File: src/rtl/fetch_pkg.sv
// Shared types for the instruction-fetch queue: FSM states, the NOP used
// for fault entries, and the buffered entry layout.
package fetch_pkg;

  // Entry fields are sized for the 32-bit datapath this block is built for.
  localparam int XLEN = 32;

  // Encoding of ADDI x0, x0, 0; carried by misaligned-fetch fault entries.
  localparam logic [XLEN-1:0] NOP_INSTR = 32'h0000_0013;

  typedef enum logic [1:0] {
    FETCH      = 2'd0,
    FAULT_PUSH = 2'd1,
    HALTED     = 2'd2
  } fetch_state_e;

  typedef struct packed {
    logic [XLEN-1:0] inst;
    logic [XLEN-1:0] pc;
    logic            fault;
  } fetch_entry_t;

endpackage

File: src/rtl/fetch_fifo.sv
// Synchronous FIFO of fetch entries. flush empties the buffer and wins over
// a push or pop in the same cycle. A push while full is accepted only when a
// pop frees the head slot in that same cycle.
module fetch_fifo
  import fetch_pkg::*;
#(
  parameter int DEPTH = 4
) (
  input  logic                   clk,
  input  logic                   rst,
  input  logic                   push,
  input  logic                   pop,
  input  logic                   flush,
  input  fetch_entry_t           wdata,
  output fetch_entry_t           rdata,
  output logic                   full,
  output logic                   empty,
  output logic [$clog2(DEPTH):0] count
);

  localparam int AW = $clog2(DEPTH);
  localparam int CW = AW + 1;

  fetch_entry_t   mem [DEPTH];
  logic [AW-1:0]  wr_ptr_q;
  logic [AW-1:0]  rd_ptr_q;
  logic [CW-1:0]  count_q;
  logic           do_push;
  logic           do_pop;

  assign full    = (count_q == CW'(DEPTH));
  assign empty   = (count_q == '0);
  assign count   = count_q;
  assign rdata   = mem[rd_ptr_q];

  // Effective push/pop after flush override and occupancy limits.
  always_comb begin
    do_pop  = pop && !empty && !flush;
    do_push = push && (!full || do_pop) && !flush;
  end

  // Storage write; contents need no reset because reads are gated by empty.
  always_ff @(posedge clk) begin
    if (do_push) begin
      mem[wr_ptr_q] <= wdata;
    end
  end

  // Pointer and occupancy bookkeeping; pointers wrap naturally at DEPTH.
  always_ff @(posedge clk or posedge rst) begin
    if (rst) begin
      wr_ptr_q <= '0;
      rd_ptr_q <= '0;
      count_q  <= '0;
    end else if (flush) begin
      wr_ptr_q <= '0;
      rd_ptr_q <= '0;
      count_q  <= '0;
    end else begin
      if (do_push) wr_ptr_q <= wr_ptr_q + AW'(1);
      if (do_pop)  rd_ptr_q <= rd_ptr_q + AW'(1);
      case ({do_push, do_pop})
        2'b10:   count_q <= count_q + CW'(1);
        2'b01:   count_q <= count_q - CW'(1);
        default: count_q <= count_q;
      endcase
    end
  end

endmodule

File: src/rtl/fetch_queue.sv
// Instruction-fetch initiator: holds the fetch PC, reads one word per cycle
// from instruction memory while buffer space exists, and hands instructions
// to decode. Handshake: an entry transfers on a rising edge where
// inst_valid_out && inst_ready_in; head outputs hold while valid && !ready.
// A redirect flushes the buffer; a misaligned target yields one fault entry
// and fetch halts until the next redirect.
module fetch_queue
  import fetch_pkg::*;
#(
  parameter int               WIDTH    = 32,
  parameter int               DEPTH    = 4,
  parameter logic [WIDTH-1:0] RESET_PC = '0
) (
  input  logic                   clk,
  input  logic                   rst,
  output logic [WIDTH-3:0]       imem_addr_out,
  input  logic [WIDTH-1:0]       imem_data_in,
  input  logic                   redirect_valid_in,
  input  logic [WIDTH-1:0]       redirect_pc_in,
  output logic                   inst_valid_out,
  input  logic                   inst_ready_in,
  output logic [WIDTH-1:0]       inst_out,
  output logic [WIDTH-1:0]       inst_pc_out,
  output logic                   inst_fault_out,
  output fetch_state_e           state_dbg,
  output logic [$clog2(DEPTH):0] count_dbg
);

  fetch_state_e     state_q;
  fetch_state_e     state_n;
  logic [WIDTH-1:0] pc_q;
  logic [WIDTH-1:0] pc_n;

  fetch_entry_t     push_entry;
  fetch_entry_t     head;
  logic             push;
  logic             pop;
  logic             flush;
  logic             space;
  logic             fifo_full;
  logic             fifo_empty;

  assign inst_valid_out = !fifo_empty;
  assign pop            = inst_valid_out && inst_ready_in;
  assign space          = !fifo_full || pop;

  assign imem_addr_out  = pc_q[WIDTH-1:2];
  assign inst_out       = inst_valid_out ? head.inst  : '0;
  assign inst_pc_out    = inst_valid_out ? head.pc    : '0;
  assign inst_fault_out = inst_valid_out ? head.fault : 1'b0;
  assign state_dbg      = state_q;

  fetch_fifo #(
    .DEPTH (DEPTH)
  ) u_fifo (
    .clk   (clk),
    .rst   (rst),
    .push  (push),
    .pop   (pop),
    .flush (flush),
    .wdata (push_entry),
    .rdata (head),
    .full  (fifo_full),
    .empty (fifo_empty),
    .count (count_dbg)
  );

  // State and fetch PC registers.
  always_ff @(posedge clk or posedge rst) begin
    if (rst) begin
      state_q <= FETCH;
      pc_q    <= RESET_PC;
    end else begin
      state_q <= state_n;
      pc_q    <= pc_n;
    end
  end

  // Next state, next PC and push request; redirect overrides everything.
  always_comb begin
    state_n    = state_q;
    pc_n       = pc_q;
    push       = 1'b0;
    flush      = 1'b0;
    push_entry = '0;
    case (state_q)
      FETCH: begin
        if (space) begin
          push       = 1'b1;
          push_entry = '{inst: imem_data_in, pc: pc_q, fault: 1'b0};
          pc_n       = pc_q + WIDTH'(4);
        end
      end
      FAULT_PUSH: begin
        // Buffer was just flushed, so this push always has room.
        push       = 1'b1;
        push_entry = '{inst: NOP_INSTR, pc: pc_q, fault: 1'b1};
        state_n    = HALTED;
      end
      HALTED: begin
      end
      default: state_n = FETCH;
    endcase
    if (redirect_valid_in) begin
      flush      = 1'b1;
      push       = 1'b0;
      push_entry = '0;
      pc_n       = redirect_pc_in;
      state_n    = (redirect_pc_in[1:0] == 2'b00) ? FETCH : FAULT_PUSH;
    end
  end

endmodule

File: config.mk
export PLATFORM = sky130hd
export DESIGN_NAME = fetch_queue
export DESIGN_NICKNAME = d
export VERILOG_FILES = /design/src/rtl/fetch_pkg.sv /design/src/rtl/fetch_fifo.sv /design/src/rtl/fetch_queue.sv
export SDC_FILE = /design/constraint.sdc
export NUM_CORES = 1
export LEC_CHECK = 0
export CAP_MARGIN = 20
export CORE_MARGIN = 2
export CORE_UTILIZATION = 52
export CTS_BUF_LIST = sky130_fd_sc_hd__clkbuf_2
export DETAILED_ROUTE_END_ITERATION = 7
export PLACE_DENSITY = 0.79
export SYNTH_ARGS = -nofsm -noshare
export SYNTH_HDL_FRONTEND = slang
export SYNTH_SLANG_ARGS = --single-unit
File: constraint.sdc
create_clock -name clk -period 2.9 [get_ports clk]
set_input_delay 0.435 -clock clk [delete_from_list [all_inputs] [get_ports clk]]
set_output_delay 0.435 -clock clk [all_outputs]
set_load 0.02 [all_outputs]
======== Word-level counts from Yosys, hierarchy flattened ========
Memories as Yosys holds them, arrays and structs flattened.
Cells that the tools add are included.
cells by class
  equality and inequality tests ........... 6
  add/subtract/negate cells ............... 5
  reduce and logical (&&, ||, !) cells .... 20
  multiplexer cells ....................... 24
operators with widths
  operator               number
  $mux 32                5
  $mux 65                2
  $pmux 65 s2            1
  $add 32x3->32 const B  1
  $mux 2                 5
  $reduce_bool 2->1      4
  $mux 1                 7
  $pmux 3 s2             1
  $logic_and 1x1->1      5
  $add 2x1->2 const B    2
  $eq 2x1->1 const B     2
  $eq 2x2->1 const B     2
  $logic_not 2->1        2
  $pmux 2 s2             1
  $add 3x1->3 const B    1
  $eq 3x3->1 const B     1
  $logic_not 1->1        3
  $logic_not 3->1        1
  $mux 3                 1
  $reduce_bool 3->1      1
  $sub 3x1->3 const B    1
  $logic_or 1x1->1       2
  $ne 2x1->1 const B     1
  $pmux 1 s2             1
  other kinds (2)        2
storage, ports and cells
  register bits ........................... 41
  bits in writable memories ............... 260
  memories kept ........................... 1
  output and inout bits ................... 101
  word-level logic and storage cells ...... 61
memory list
  memory      depth  width  read ports  clocked after Yosys merged registers in  write ports  line              text
  u_fifo.mem  4      65     1           0                                        1            fetch_fifo.sv:24  fetch_entry_t mem [DEPTH];

======== Logic depth before layout (Yosys ltp) ========
Gate-level depths: netlist of run 1.
  depth after elaboration ................. 12
  mapped depth ............................ 11
  depth with buffers taken out ............ 9

======== By module ========
A second synthesis of run 1 with hierarchy kept.
unflattened totals
  cell total of the unflattened synthesis .. 808
  area total of the unflattened synthesis .. 13082.5 um^2
by module, submodules not included
  module       times used  area an instance (um^2)  sequential area each (um^2)  cells an instance
  fetch_fifo   1           9914.5                   7982.7                       403
  fetch_queue  1           3168.0                   850.8                        405

======== Worst setup path after synthesis of run 1 ========
OpenSTA, ideal clock, no wires.
  path kind ............................... register -> register
  from .................................... register state_q[1], in the netlist state_dbg[1]
  to ...................................... memory u_fifo.mem[1][0] (netlist bit) (enable)
  stages on the path, launching flop included .. 4
  required time ........................... 2470 ps
  slack ................................... -112 ps
  data arrival time ....................... 2582 ps
  cell sequence ........................... dfrtp_1 > clkbuf_1 > nor3_1 > and2_1
on the way
  word-level cells in the longest chain between the ends .. 7
  elaborated cells between the ends (all ways) .. 8
  those cells by class .................... eq/ne: 1; mux: 4; reduce/logical: 3
RTL lines
  item                                           line                text
  from (decl)                                    fetch_queue.sv:29   fetch_state_e state_q;
  from (signal assigned)                         fetch_queue.sv:74   state_q <= state_n;
  $eq 2x1->1 or $logic_not 2->1 (tied branches)  fetch_queue.sv:86   case (state_q)
  $pmux 1 s2 (*)                                 fetch_queue.sv:86
  $mux 1 (*)                                     fetch_queue.sv:104  if (redirect_valid_in) begin
  $logic_and 1x1->1 (*) (2 in series)            fetch_fifo.sv:39    do_push = push && (!full || do_pop) && !flush;
  $mux 1 (*)                                     fetch_fifo.sv:44    if (do_push) begin
  $mux 1 (not written as such) (*)               fetch_fifo.sv:45    mem[wr_ptr_q] <= wdata;
  to (decl)                                      fetch_fifo.sv:24
Every way passes the cells marked *; elsewhere a longest branch is shown, timed or not.

======== Final worst setup path of run 1 ========
  from .................................... register u_fifo.rd_ptr_q[0]
  to ...................................... output port inst_out[15]
on the way
  word-level cells in the longest chain between the ends .. 2
RTL lines
  item                    line               text
  from (decl)             fetch_fifo.sv:26   logic [AW-1:0] rd_ptr_q;
  from (signal assigned)  fetch_fifo.sv:61   if (do_pop) rd_ptr_q <= rd_ptr_q + AW'(1);
  $mem_v2 4x65            --
  $mux 32                 fetch_queue.sv:48  assign inst_out = inst_valid_out ? head.inst : '0;
  to (decl)               fetch_queue.sv:22  output logic [WIDTH-1:0] inst_out,
No other way between the ends.

==> summary.txt, run 1 <==
Status
  • Outcome: finished with violations
  • Failing checks: negative setup slack

Clocking
  • Htree depth: 3
  • Maximum clock insertion buffer count: 3
  • TritonCTS clock tree: done
  • Worst-path clk slew: 0.12 ns
  • CTS Root Cell: clkbuf_2
  • CTS buffer count: 73
  • Clk sinks: 301
  • Clock Latency Late Sink: 0.80 ns

Placed design
  • Gpl congestion: 0.808
  • Port Buffers: 168
  • Post-DP HPWL: 16900 µm
  • Cells after DPL: 1246

Global route
  • First-pass GRT wire length: 43100 µm
  • Vias in the first global route: 7758
  • Gr ovfl total: 0
  • Initial antenna violation count: 1
  • Gr usage total: 21.7%
  • Largest net degree at the start of global routing: 54

Power
  • Worst vdd ir: 365 µV
  • Pleak: 5.86 nW
  • Pwr/cell area: 794 nW/µm²
  • Final Power: 12.7 mW

Logic synthesis
  • Main combinational cell family by area after synthesis: multiplexers
  • Synth Area in Compound Gates: 2.36%
  • Synth warn: 0
  • Mapped Nets: 866
  • Async SR Flop Fraction: 13.6%
  • Synth Area in Simple Gates: 11.1%
  • Top-count cell post-synth: edfxtp_1
  • Synth cell count leaders: 260 x edfxtp_1, 128 x and2_1, 65 x mux4_2
  • Synth area leaders: edfxtp_1 61%, mux4_2 11%, dfrtp_1 8.0%
  • Prevailing post-synth register cell: edfxtp_1
  • Seq/Total Area, Yosys: 68.5%
  • #FFs+latches synth: 301
  • Post-Synth XOR/XNOR Area: 2.04%
  • Largest area contributor in the netlist: edfxtp_1
  • Adder-Cell Fraction of Synth Area: 0.641%
  • Yosys top cell area share: 60.6%
  • Synth cell types: 47
  • EDFF count, synth: 260
  • Mux contribution to synthesized area: 11.9%
  • Post-Syn Area: 12900 µm²
  • Mapped Cells: 792
  • Synth Area per Inst: 16.3 µm²

STA
  • Final Hold Fails: 0
  • F_max: 342 MHz
  • Rel. slew slack: 51.4%
  • Final slew viol count: 0
  • Period Utilization, post-route: 101%
  • Worst-margin pin slew: 0.723 ns
  • Final setup vio count: 4
  • Final setup margin: -0.0223 ns
  • RSZ-0062 raised after global routing: true
  • Min cycle time layout: 2.92 ns
  • Worst Clk Skew: 0.0561 ns

Hold path
  • HP Start: redirect_pc_in[7]
  • Hold EP: pc_q[7]$_DFFE_PP0P_
  • Hold Crit Class: input port to register
  • Hold Path Cell Cnt: 3

Floorplanning
  • I/O pins: 169
  • Die Span Y: 161 µm
  • CORE AREA: 24300 µm²
  • DIE AREA: 26100 µm²
  • Initial Util: 53.0%
  • Num rows: 57
  • Die W: 161 µm

Critical path
  • Buf+Inv Stages, Crit Path: 4
  • CP Launch Type: register
  • Worst Reg2Reg Path Length in Cells: 6
  • Crit Reg-Reg Startpoint: u_fifo.count[1]$_DFFE_PP0P_
  • Worst setup EP type: output pin
  • Crit-path slowest cell: dfrtp_4
  • Arrival time worst endpoint: 2.49 ns
  • Critical Path Max Stage Delay: 0.56 ns
  • Delay-heaviest family, CP: flip-flops
  • Worst setup path category: register to output pin
  • Critical Path RT: 2.47 ns
  • Reg2reg setup slack: 0.67 ns
  • CP cell instances: buf_12 -> buf_8 -> buf_16 -> mux4_2 -> and2_4 -> buf_6
  • Reg2Reg Capture Point: u_fifo.mem[0][47]$_DFFE_PP_
  • Critical path fanouts, max: 5

Job
  • Max Cap Viol: 0

Routing
  • Final ANT Viol Nets: 0
  • Drt total wl: 27800 µm
  • Vias: 7636
  • Drc violations: 0
  • WL/cell: 19.9 µm
  • Vias/cell: 5.46
  • First-pass iteration count of the detailed router: 4
  • DR iter-0 viols: 587

Cells and area
  • Nets: 1094
  • Multi-input logic area: 3730 µm²
  • Fillers: 1736
  • Non-filler instance count after layout: 1398
  • Area added between synthesis and finish: 24.3%
  • Register area: 8840 µm²
  • Fraction of layout cells with a size suffix above 1: 33.4%
-- state kept, by name, summed over array words and instances (netlist names) --
| name | cells |
|---|---|
| pc_q | 32 |
| state_dbg | 2 |
| u_fifo.count | 3 |
| u_fifo.mem | 260 |
| u_fifo.rd_ptr_q | 2 |
| u_fifo.wr_ptr_q | 2 |
-- worst max-delay path by stage --
| stage | start | end | depth (start not counted) |
|---|---|---|---|
| 6_report | u_fifo.rd_ptr_q[0]$_DFFE_PP0P_ | inst_out[15] | 6 |
| 5_1_grt | u_fifo.rd_ptr_q[0]$_DFFE_PP0P_ | inst_out[15] | 6 |
| 4_1_cts | u_fifo.rd_ptr_q[0]$_DFFE_PP0P_ | inst_out[23] | 6 |
| 3_5_place_dp | u_fifo.rd_ptr_q[0]$_DFFE_PP0P_ | inst_out[8] | 4 |
| 3_3_place_gp | u_fifo.rd_ptr_q[0]$_DFFE_PP0P_ | inst_out[0] | 4 |
| 2_1_floorplan | u_fifo.count[0]$_DFFE_PP0P_ | u_fifo.count[1]$_DFFE_PP0P_ | 8 |
-- through the flow --
| step | setup WS [ns] | area (µm²) | utilization [%] | TNS, ns | hold WS [ns] |
|---|---|---|---|---|---|
| floorplan | 0.563 | 12900 | - | 0 | 0.443 |
| global placement | 0.346 | 15000 | 61.7 | 0 | 0.461 |
| finish | -0.0223 | 16000 | 65.9 | -0.0387 | 0.200 |
| global route | -0.0926 | 16000 | 65.9 | -1.48 | 0.160 |
| CTS | -0.0886 | 15900 | 65.3 | -1.15 | 0.118 |
| detailed placement | 0.351 | 15000 | 61.7 | 0 | 0.478 |
-- worst min-delay path, stage by stage --
cell and delay [ns]:
clkdlybuf4s50_1 0.39, nand2_1 0.06, o21ai_0 0.07
-- cells in the final DEF, fill, tap and decap left out, drive strengths merged, types with 2 or more instances in the layout --
| cell | synthesis | layout |
|---|---|---|
| and3 | 5 | 5 |
| mux2i | 2 | 2 |
| a21oi | 5 | 5 |
| dlygate4sd3 | 0 | 2 |
| or4 | 2 | 2 |
| nand2 | 40 | 40 |
| xnor2 | 15 | 15 |
| a22oi | 2 | 2 |
| nor4 | 4 | 4 |
| nand3 | 14 | 14 |
| and4 | 2 | 2 |
| nor2 | 21 | 21 |
| clkdlybuf4s50 | 0 | 101 |
| edfxtp | 260 | 260 |
| mux4 | 65 | 65 |
| clkbuf | 32 | 110 |
| and2 | 128 | 128 |
| nor3 | 11 | 11 |
| dfrtp | 41 | 41 |
| nor4b | 2 | 2 |
| xor2 | 15 | 15 |
| o311ai | 2 | 2 |
| a221oi | 3 | 3 |
| o21ai | 30 | 30 |
| ha | 5 | 5 |
| o21a | 4 | 4 |
| buf | 42 | 121 |
| clkinv | 0 | 14 |
| inv | 10 | 14 |
| or2 | 2 | 2 |
| nand4 | 10 | 10 |
| mux2 | 4 | 4 |
| nand2b | 4 | 4 |
-- layer usage --
layer / routed length (µm) / vias up / GRT usage (%)
li1: - / 3468 / -
met1: 11900 / 3780 / 29.8
met2: 13400 / 340 / 35.0
met3: 1920 / 48 / 4.34
met4: 567 / 0 / 7.83
met5: 0 / - / 0
-- kinds of logic (layout without fill, tap and decap cells) --
family | after synthesis | count (layout)
compound gates | 51 | 51
mux | 71 | 71
xor+xnor | 30 | 30
other cells | 0 | 1
simple gates | 249 | 249
fa+ha+maj | 6 | 6
buf+inv | 84 | 365
flops | 301 | 301
-- final cells by class --
type / count / area share, %
Antenna cell: 1 / 0.0156
Clock buffer: 108 / 3.37
Clock inverter: 20 / 0.671
Inverter: 10 / 0.234
Multi-Input combinational cell: 407 / 23.3
Sequential cell: 301 / 55.2
Tap cell: 324 / 2.53
Timing Repair Buffer: 227 / 14.7
-- report_power, final --
group | internal [mW] | switching, mW
Sequential | 5.19 | 0.207
Combinational | 2.38 | 2.24
Clock | 1.08 | 1.62
Total | 8.65 | 4.08
-- what timing repair did --
item | 4_1_cts | 5_1_grt
buffers inserted | 15 | 0
setup endpoints to repair | 66 | 59
pin swaps | 8 | 5
gates resized for setup | 342 | 46
hold buffers | 2 | 0
hold endpoints to repair | 11 | 0
gates cloned | 6 | 1
(Power assumes the default switching activity.)
==> inputs of run 2 (changes only) <==
--- a/config.mk
+++ b/config.mk
@@ -6,6 +6,7 @@
 export NUM_CORES = 1
 export LEC_CHECK = 0
 export CAP_MARGIN = 20
+export CORE_ASPECT_RATIO = 1.5
 export CORE_MARGIN = 2
 export CORE_UTILIZATION = 52
 export CTS_BUF_LIST = sky130_fd_sc_hd__clkbuf_2
==> run 2 against run 1 <==
  * Worst setup slack better by 0.0072 ns
  * Critical endpoint is now inst_out[29]
  * Maximum frequency is 0.25% higher
  * Register-to-register slack worse by 0.07 ns
  * Largest cell class unchanged
  * Sequential power hardly changed
  * Sequential cell count stayed put
  * Die area hardly changed
  * The flow still finishes with violations (negative setup slack)
  * Critical path type unchanged
  * Wire length is 3.6% higher
  * Count of clock-buffer cells in the layout is 5 lower
  * Clock skew is 0.011 ns higher
  * Final cell count is 0.50% lower
==> summary.txt, run 2 (same netlist as run 1, synthesis figures left out) <==
Routing
  • Vias: 7622
  • Drt total wl: 28800 µm
  • DR iter-0 viols: 480
  • Drc violations: 0
  • First-pass iteration count of the detailed router: 5
  • Final ANT Viol Nets: 0
  • WL/cell: 20.7 µm
  • Vias/cell: 5.48

STA
  • Worst-margin pin slew: 0.796 ns
  • Worst Clk Skew: 0.0673 ns
  • F_max: 343 MHz
  • Final setup margin: -0.0151 ns
  • RSZ-0062 raised after global routing: true
  • Min cycle time layout: 2.92 ns
  • Setup tns final: -0.0151 ns
  • Final slew viol count: 0
  • Rel. slew slack: 46.6%
  • Final setup vio count: 1
  • Period Utilization, post-route: 101%
  • Final Hold Fails: 0

Floorplanning
  • DIE AREA: 26100 µm²
  • CORE AREA: 24300 µm²
  • Die W: 133 µm
  • Die Span Y: 197 µm
  • Initial Util: 52.9%
  • Num rows: 70
  • I/O pins: 169

Clocking
  • Clk sinks: 301
  • CTS Root Cell: clkbuf_2
  • Maximum clock insertion buffer count: 3
  • Htree depth: 3
  • Clock Latency Late Sink: 0.87 ns
  • Worst-path clk slew: 0.10 ns
  • TritonCTS clock tree: done
  • CTS buffer count: 68

Hold path
  • Hold EP: pc_q[15]$_DFFE_PP0P_
  • Hold Crit Class: input port to register
  • HP Start: redirect_pc_in[15]
  • Hold Path Cell Cnt: 3

Critical path
  • Worst setup EP type: output pin
  • Reg2Reg Capture Point: u_fifo.count[1]$_DFFE_PP0P_
  • Worst Reg2Reg Path Length in Cells: 9
  • CP cell instances: buf_12 -> buf_16 -> mux4_2 -> and2_4 -> buf_6
  • CP Launch Type: register
  • Crit-path slowest cell: mux4_2
  • Critical Path RT: 2.47 ns
  • Critical path fanouts, max: 7
  • Arrival time worst endpoint: 2.48 ns
  • Worst setup path category: register to output pin
  • Crit path launch: u_fifo.rd_ptr_q[0]$_DFFE_PP0P_
  • Reg2reg setup slack: 0.60 ns
  • Crit Reg-Reg Startpoint: u_fifo.count[2]$_DFFE_PP0P_
  • Critical Path Max Stage Delay: 0.54 ns

Placed design
  • Cells after DPL: 1249
  • Port Buffers: 168
  • Post-DP HPWL: 18200 µm
  • Post-Place Worst Slack: 0.315 ns
  • Gpl congestion: 0.818

Cells and area
  • Area added between synthesis and finish: 25.8%
  • Final core occ: 66.6%
  • Commonest non-fill, non-tap cells in the layout: 260 x edfxtp_1, 103 x clkbuf_2, 101 x clkdlybuf4s50_1
  • Fillers: 1730
  • Commonest non-fill, non-tap cell in the layout: edfxtp_1
  • Fraction of layout cells with a size suffix above 1: 35.7%
  • Largest register FFs: 260
  • Non-filler instance count after layout: 1391
  • Nets: 1086
  • Largest reg by FF count: u_fifo.mem

Status
  • Failing checks: negative setup slack
  • Outcome: finished with violations

Power
  • Worst vdd ir: 339 µV
  • Final Power: 13.0 mW
  • Pleak: 5.91 nW
  • Pwr/cell area: 801 nW/µm²

Global route
  • Gr usage total: 22.6%
  • Vias in the first global route: 8119
  • Initial antenna violation count: 1
  • First-pass GRT wire length: 44300 µm
  • Largest net degree at the start of global routing: 55
  • Gr ovfl total: 0

Job
  • Max Cap Viol: 0
==> run 2: changes by cell type in the layout (fill, tap and decap cells not counted), sizes merged <==
| cell | delta |
|---|---|
| clkbuf | -7 |
| clkinv | +2 |
| buf | -1 |
| clkinvlp | -1 |
| diode | +1 |
| inv | -1 |
==> run 2: per-layer routing <==
metal	track usage, %	vias to the layer above	share of wire, %
met4	12.0	0	3.7
li1	-	3446	-
met1	25.5	3815	37
met5	0	-	0
met2	40.4	286	54
met3	4.42	75	4.9
==> run 2: area by class of cell <==
type                    count  area [µm²]  share of cell area (%)
inverters                  10        37.5                   0.231
clock buffers             103         515                    3.18
flip-flops and latches    301        8840                    54.5
well taps                 324         405                    2.50
repair buffers            224        2510                    15.5
diodes                      2        5.00                  0.0309
multi-input cells         407        3800                    23.4
clock inverters            20         105                   0.648
==> run 2: where the power goes <==
group	internal [mW]	switching [mW]	total, mW
logic	2.66	2.31	4.97
clock network	1.04	1.58	2.61
registers	5.19	0.219	5.41
==> run 2: through the flow <==
stage               area (µm²)  hold slack [ns]
floorplan                12900            0.443
global route             16200           0.0771
global placement         15100            0.457
finish                   16200            0.117
detailed placement       15100            0.472
CTS                      16300           0.0440
==> run 2: repair_timing <==
item                                    4_1_cts  5_1_grt
buffers inserted                             12        3
cloned                                        6        0
pin swaps                                     4        0
gates resized for setup                     473        4
endpoints found under the hold margin        30        0
endpoints found under the setup margin       66       65
hold buffers                                  2        0
==> run 2: worst max path at each step <==
stage	end	slack, ns
floorplan	u_fifo.count[1]$_DFFE_PP0P_	0.56
global placement	inst_pc_out[14]	0.34
finish	inst_out[29]	-0.02
global route	inst_out[29]	-0.12
CTS	inst_out[0]	-0.17
detailed placement	inst_pc_out[22]	0.31
==> run 2: worst max-delay path, delay by kind of cell, from the launching register on <==
family,cells,cell delay [ns]
mux,1,0.54
flops,1,0.47
buf+inv,3,0.42
simple gates,1,0.18
